--- config.mk ---
export PLATFORM = sky130hd
export DESIGN_NAME = uart_tx_serializer_flat
export DESIGN_NICKNAME = d
export VERILOG_FILES = /design/src/rtl/uart_tx_serializer_if.sv /design/src/rtl/uart_tx_serializer.sv /design/src/flat_wrapper.sv
export SDC_FILE = /design/constraint.sdc
export NUM_CORES = 1
export LEC_CHECK = 0
export ABC_AREA = 1
export CORE_ASPECT_RATIO = 1.2
export CORE_MARGIN = 4
export CORE_UTILIZATION = 50
export CTS_BUF_LIST = sky130_fd_sc_hd__clkbuf_16
export DETAILED_ROUTE_END_ITERATION = 8
export MAX_ROUTING_LAYER = met4
export PLACE_DENSITY = 0.71
export SLEW_MARGIN = 40
export SYNTH_ARGS = -nofsm -noshare
export SYNTH_HDL_FRONTEND = slang
export SYNTH_SLANG_ARGS = --single-unit
export TNS_END_PERCENT = 20
--- constraint.sdc ---
create_clock -name clk_uart_tx -period 2.5 [get_ports clk_uart_tx]
set_input_delay 0.5 -clock clk_uart_tx [delete_from_list [all_inputs] [get_ports clk_uart_tx]]
set_output_delay 0.5 -clock clk_uart_tx [all_outputs]
set_load 0.02 [all_outputs]
--- src/rtl/uart_tx_serializer_if.sv ---
// Pop handshake between the TX FIFO and the UART serializer.
// The serializer is the master: it issues pops and consumes the read data.
interface uart_tx_serializer_if #(
  parameter int DATA_WIDTH = 8
);
  logic                  fifo_tx_empty;
  logic [DATA_WIDTH-1:0] fifo_data;
  logic                  fifo_rd_en;

  modport master (input fifo_tx_empty, input fifo_data, output fifo_rd_en);
  modport slave  (output fifo_tx_empty, output fifo_data, input fifo_rd_en);
endinterface

--- src/rtl/uart_tx_serializer.sv ---
// UART transmitter: pops frames from the TX FIFO and shifts them out as
// start bit, LSB-first data, optional parity and stop bit(s).
module uart_tx_serializer #(
  parameter int DATA_WIDTH   = 8,
  parameter int CLKS_PER_BIT = 16,
  parameter int PARITY_EN    = 0,
  parameter int PARITY_ODD   = 0,
  parameter int STOP_BITS    = 1
) (
  input  logic                        clk_uart_tx,
  input  logic                        rst_n,
  uart_tx_serializer_if.master        fifo,
  output logic                        tx_serial,
  output logic                        tx_busy,
  output logic                        frame_done
);

  localparam int BAUD_W = (CLKS_PER_BIT > 1) ? $clog2(CLKS_PER_BIT) : 1;
  localparam int BIT_W  = $clog2(DATA_WIDTH) + 1;
  localparam logic [BAUD_W-1:0] BAUD_LAST = BAUD_W'(CLKS_PER_BIT - 1);
  localparam logic [BIT_W-1:0]  DATA_LAST = BIT_W'(DATA_WIDTH - 1);
  localparam logic [BIT_W-1:0]  STOP_LAST = BIT_W'(STOP_BITS - 1);
  localparam logic              PAR_ODD   = 1'(PARITY_ODD);

  typedef enum logic [2:0] {
    ST_IDLE   = 3'd0,
    ST_POP    = 3'd1,
    ST_WAIT   = 3'd2,
    ST_START  = 3'd3,
    ST_DATA   = 3'd4,
    ST_PARITY = 3'd5,
    ST_STOP   = 3'd6
  } state_t;

  state_t                state_r, state_s;
  logic [BAUD_W-1:0]     baud_r, baud_s;
  logic [BIT_W-1:0]      bit_idx_r, bit_idx_s;
  logic [DATA_WIDTH-1:0] shift_r, shift_s;
  logic                  parity_r, parity_s;
  logic                  baud_end_s;
  logic                  tx_serial_s, frame_done_s;
  logic                  tx_serial_r, fifo_rd_en_r, tx_busy_r, frame_done_r;

  // Next-state, counter and datapath update; outputs are derived from the
  // next register values so the registered outputs line up with the state.
  always_comb begin
    state_s      = state_r;
    bit_idx_s    = bit_idx_r;
    shift_s      = shift_r;
    parity_s     = parity_r;
    baud_end_s   = (baud_r == BAUD_LAST);
    baud_s       = baud_end_s ? '0 : baud_r + BAUD_W'(1);
    tx_serial_s  = 1'b1;
    frame_done_s = 1'b0;

    case (state_r)
      ST_IDLE: begin
        baud_s = '0;
        if (!fifo.fifo_tx_empty) state_s = ST_POP;
        else                     state_s = ST_IDLE;
      end
      ST_POP: begin
        baud_s  = '0;
        state_s = ST_WAIT;
      end
      ST_WAIT: begin
        baud_s   = '0;
        shift_s  = fifo.fifo_data;
        parity_s = (^fifo.fifo_data) ^ PAR_ODD;
        state_s  = ST_START;
      end
      ST_START: begin
        if (baud_end_s) state_s = ST_DATA;
        else            state_s = ST_START;
      end
      ST_DATA: begin
        if (baud_end_s) begin
          shift_s = shift_r >> 1;
          if (bit_idx_r == DATA_LAST) begin
            bit_idx_s = '0;
            state_s   = (PARITY_EN != 0) ? ST_PARITY : ST_STOP;
          end else begin
            bit_idx_s = bit_idx_r + BIT_W'(1);
          end
        end else begin
          state_s = ST_DATA;
        end
      end
      ST_PARITY: begin
        if (baud_end_s) state_s = ST_STOP;
        else            state_s = ST_PARITY;
      end
      ST_STOP: begin
        // bit_idx_r doubles as the stop-bit counter
        if (baud_end_s) begin
          if (bit_idx_r == STOP_LAST) begin
            bit_idx_s = '0;
            state_s   = fifo.fifo_tx_empty ? ST_IDLE : ST_POP;
          end else begin
            bit_idx_s = bit_idx_r + BIT_W'(1);
          end
        end else begin
          state_s = ST_STOP;
        end
      end
      default: begin
        state_s   = ST_IDLE;
        baud_s    = '0;
        bit_idx_s = '0;
      end
    endcase

    case (state_s)
      ST_START:  tx_serial_s = 1'b0;
      ST_DATA:   tx_serial_s = shift_s[0];
      ST_PARITY: tx_serial_s = parity_s;
      default:   tx_serial_s = 1'b1;
    endcase

    frame_done_s = (state_s == ST_STOP) && (baud_s == BAUD_LAST) &&
                   (bit_idx_s == STOP_LAST);
  end

  // State, counters, shift register and registered outputs.
  always_ff @(posedge clk_uart_tx or negedge rst_n) begin
    if (!rst_n) begin
      state_r      <= ST_IDLE;
      baud_r       <= '0;
      bit_idx_r    <= '0;
      shift_r      <= '0;
      parity_r     <= 1'b0;
      tx_serial_r  <= 1'b1;
      fifo_rd_en_r <= 1'b0;
      tx_busy_r    <= 1'b0;
      frame_done_r <= 1'b0;
    end else begin
      state_r      <= state_s;
      baud_r       <= baud_s;
      bit_idx_r    <= bit_idx_s;
      shift_r      <= shift_s;
      parity_r     <= parity_s;
      tx_serial_r  <= tx_serial_s;
      fifo_rd_en_r <= (state_s == ST_POP);
      tx_busy_r    <= (state_s != ST_IDLE);
      frame_done_r <= frame_done_s;
    end
  end

  assign fifo.fifo_rd_en = fifo_rd_en_r;
  assign tx_serial       = tx_serial_r;
  assign tx_busy         = tx_busy_r;
  assign frame_done      = frame_done_r;

endmodule

--- src/flat_wrapper.sv ---
// flat-port wrapper written by rule: the top's interface ports become plain ports
module uart_tx_serializer_flat 
#(
  parameter int DATA_WIDTH   = 8,
  parameter int CLKS_PER_BIT = 16,
  parameter int PARITY_EN    = 0,
  parameter int PARITY_ODD   = 0,
  parameter int STOP_BITS    = 1
)
  (clk_uart_tx, rst_n, tx_serial, tx_busy, frame_done, fifo_fifo_tx_empty, fifo_fifo_data, fifo_fifo_rd_en);
  uart_tx_serializer_if #(.DATA_WIDTH(DATA_WIDTH)) fifo_i ();
  input  logic clk_uart_tx;
  input  logic rst_n;
  output logic tx_serial;
  output logic tx_busy;
  output logic frame_done;
  input wire logic [$bits(fifo_i.fifo_tx_empty)-1:0] fifo_fifo_tx_empty;
  input wire logic [$bits(fifo_i.fifo_data)-1:0] fifo_fifo_data;
  output wire logic [$bits(fifo_i.fifo_rd_en)-1:0] fifo_fifo_rd_en;
  assign fifo_i.fifo_tx_empty = fifo_fifo_tx_empty;
  assign fifo_i.fifo_data = fifo_fifo_data;
  assign fifo_fifo_rd_en = fifo_i.fifo_rd_en;
  uart_tx_serializer #(.DATA_WIDTH(DATA_WIDTH), .CLKS_PER_BIT(CLKS_PER_BIT), .PARITY_EN(PARITY_EN), .PARITY_ODD(PARITY_ODD), .STOP_BITS(STOP_BITS)) u_core (.clk_uart_tx(clk_uart_tx), .rst_n(rst_n), .fifo(fifo_i), .tx_serial(tx_serial), .tx_busy(tx_busy), .frame_done(frame_done));
endmodule
==> results.md <==
* Outcome: finished, final reports clean
* Final Skew at 0.003435 ns
* Final nets at 242
* Post-route setup TNS at 0 ns
* Worst hold path class: reg -> reg
* RePlAce Congestion at 0.8753
* Layout fillers at 283
* N_diodes at 0
* Max Buffers Root-to-Sink at 2
* Syn_area_per_cell at approximately 7.4 um^2
* Clock transition at path regs at 0.06 ns
* DP Wirelength at 2539 um
* CTS tree: built
* Crit Path Category: reg -> out
* Post-CTS Setup Inserts at 0
* Final Hold Viols at 0
* Pwr Density at 451.2 nW/um^2
* Synth Warn # at 0
* CP bufs+invs at 1
* Complex-gate fraction of the synthesized area at 6.548%
* Peak supply drop at 0.3113 mV
* Critical path launch point type: flop
* Cell Chain, Critical Path: clkdlybuf4s50_1
* CTS H-Tree Depth at 1
* Commonest non-fill, non-tap cell in the layout: nand2_1
* CP Data Required Time at ~2 ns
* Cell Count Post-Placement at between 200 and 300
* Critical Path Max Stage Delay at 0.59 ns
* Max Freq at 535.1 MHz
* CTS Buf Count at 3
* Residual DRC count at 0
* Worst-path fanout max at 1
* Largest net degree at the start of global routing at 25
* Max Slew Vio Count at 0
* Full die area at between 4000 and 5000 um^2
* RSZ-0062 raised after global routing: no
* CTS root buf: clkbuf_16
* Initial core utilization at 53.55%
* Static Leakage at 0.9771 nW
* CTS Hold Bufs at 0
* Worst slew margin at 76.51%
* Initial antenna violation count at 0
* Rows at 21
* Crit-path slowest cell: clkdlybuf4s50_1
* Post-route ant nets at 0
* Syn nets at approximately 220
* Tcrit/Tclk final at 74.76%
* Detailed Route WL at between 3000 and 4000 um
* Synth Area in Simple Gates at 42.28%
* GR Overflow Total at 0
* Seq/Total Area, Yosys at between 30% and 40%
* Core area at 2890 um^2
* Crit path time final at 1.869 ns
* Pre-Repair DR Iteration Count at 4
* Io pins at 15
* Netlist cell types at 28
* Highest-count cells in the layout ignoring fill and taps: nand2_1, inv_1, dfrtp_1, nor2_1, nand3_1
* CTS Sinks at 24
* Vias in the first global route at 1403
* Chip Width at slightly below 60 um
* Arr. time, crit path at roughly 1.4 ns
* Post-CTS Resized at 0
* WL/cell at between 10 and 15 um
* Vias at 1349
* Post-route insts no fill at 261
* Global-route wire length before repair at 5547 um
* Port Buffer Count at 14
* Area Growth Syn to Fin at 16.90%
* Die Ht at between 60 and 70 um
* 1st-iter DRT viols at about 50
* Worst slew pin tran at 0.3487 ns
* # Max-Cap Violations at 0
* Vias per cell at 5.169
* Final setup fails at 0
* Skew-Pair Late Insertion Delay at 0.26 ns
* CP top delay family: buffers and inverters
* Mux cell area share after synthesis at 0%
* Layout cells sized above 1 at 11.45%
* Adder-Cell Fraction of Synth Area at 2.425%
* Syn Std Cell Area at 1548 um^2
* Largest family of logic cells by synthesized area: simple AND/OR/NAND/NOR gates
* Worst Hold Margin at 0.4885 ns
* CP Capture Type: output port
* Syn Inst Count at 209
* Xor/xnor cell area share of the yosys netlist at 1.132%
* Post-synthesis register bit count at 24
* GRT Util Overall at 18.62%
-- cells in the mapped netlist --
master	number	share of area, %
nand2_1	66	16
inv_1	29	7.0
dfrtp_1	23	37
nor2_1	22	5.3
nand3_1	18	5.8
a22oi_1	6	2.9
nand2_2	5	2.0
nand4_1	5	2.0
o21ai_0	5	1.6
nor2_4	4	2.9
ha_1	3	2.4
inv_2	3	0.73
clkinv_1	2	0.49
nand3_4	2	2.3
nor2_8	2	2.6
nor3_1	2	0.65
and2_1	1	0.40
buf_4	1	0.49
dfstp_2	1	1.7
nand3_2	1	0.65
nand4_2	1	0.81
nor2_2	1	0.40
o211ai_1	1	0.49
o21ai_4	1	1.1
o21bai_1	1	0.49
or2_2	1	0.40
xnor2_1	1	0.57
xor2_1	1	0.57
-- report_power, final --
group	total (mW)	switching (mW)	internal [mW]
clock network	0.349	0.135	0.214
logic	0.0648	0.0337	0.0311
registers	0.402	0.00388	0.399
-- area by class of cell --
| class | instances | area (um^2) | area share [%] |
|---|---|---|---|
| well taps | 34 | 42.54 | 2.351 |
| flip-flops and latches | 24 | 601.8 | 33.26 |
| clock buffers | 3 | 75.07 | 4.149 |
| clock inverters | 1 | 3.754 | 0.2075 |
| inverters | 34 | 127.6 | 7.054 |
| multi-input cells | 150 | 810.8 | 44.81 |
| repair buffers | 15 | 147.6 | 8.160 |
-- per-layer routing --
metal / vias up / track usage, % / wire (um)
li1: 694 / - / -
met1: 616 / 19.14 / 1395
met2: 29 / 33.98 / 1650
met3: 10 / 2.607 / 137
met4: 0 / 10.20 / 81
met5: - / - / 0
-- state kept, by name (all words and copies together) (netlist names), 3 cells and up --
| signal | cells |
|---|---|
| u_core.shift_r | 8 |
| u_core.state_r | 3 |
| u_core.bit_idx_r | 4 |
| u_core.baud_r | 4 |
-- metrics by stage --
stage               power [mW]  util (%)  worst slack (ns)  cell area, um^2
detailed placement      0.4743     59.87            0.6980             1730
floorplan               0.4389         -             1.029             1548
finish                  0.8163     62.60            0.6311             1809
global route            0.8441     62.60            0.6019             1809
global placement        0.4721     59.87            0.7048             1730
CTS                     0.8249     62.60            0.6156             1809
-- cell families after synthesis --
kind of cell / after synthesis
XOR/XNOR: 2
AND/OR/NAND/NOR: 131
adder cells (fa/ha/maj): 3
flip-flops: 24
AO/OA/AOI/OAI: 14
buffers and inverters: 35
-- path summary, 6_finish.rpt --
path,start,end,slack (ns),cells after the start
max,u_core.tx_serial$_DFF_PN1_,tx_serial,0.63,1
min in group asynchronous,rst_n,u_core.bit_idx_r[2]$_DFF_PN0_,0.59,2
min reg2reg,u_core.shift_r[4]$_DFFE_PN0P_,u_core.shift_r[4]$_DFFE_PN0P_,0.49,2
min,u_core.shift_r[4]$_DFFE_PN0P_,u_core.shift_r[4]$_DFFE_PN0P_,0.49,2
max in group asynchronous,rst_n,u_core.tx_serial$_DFF_PN1_,1.62,2
max reg2reg,u_core.bit_idx_r[0]$_DFF_PN0_,u_core.frame_done$_DFF_PN0_,0.82,10
(Power assumes the default switching activity.)
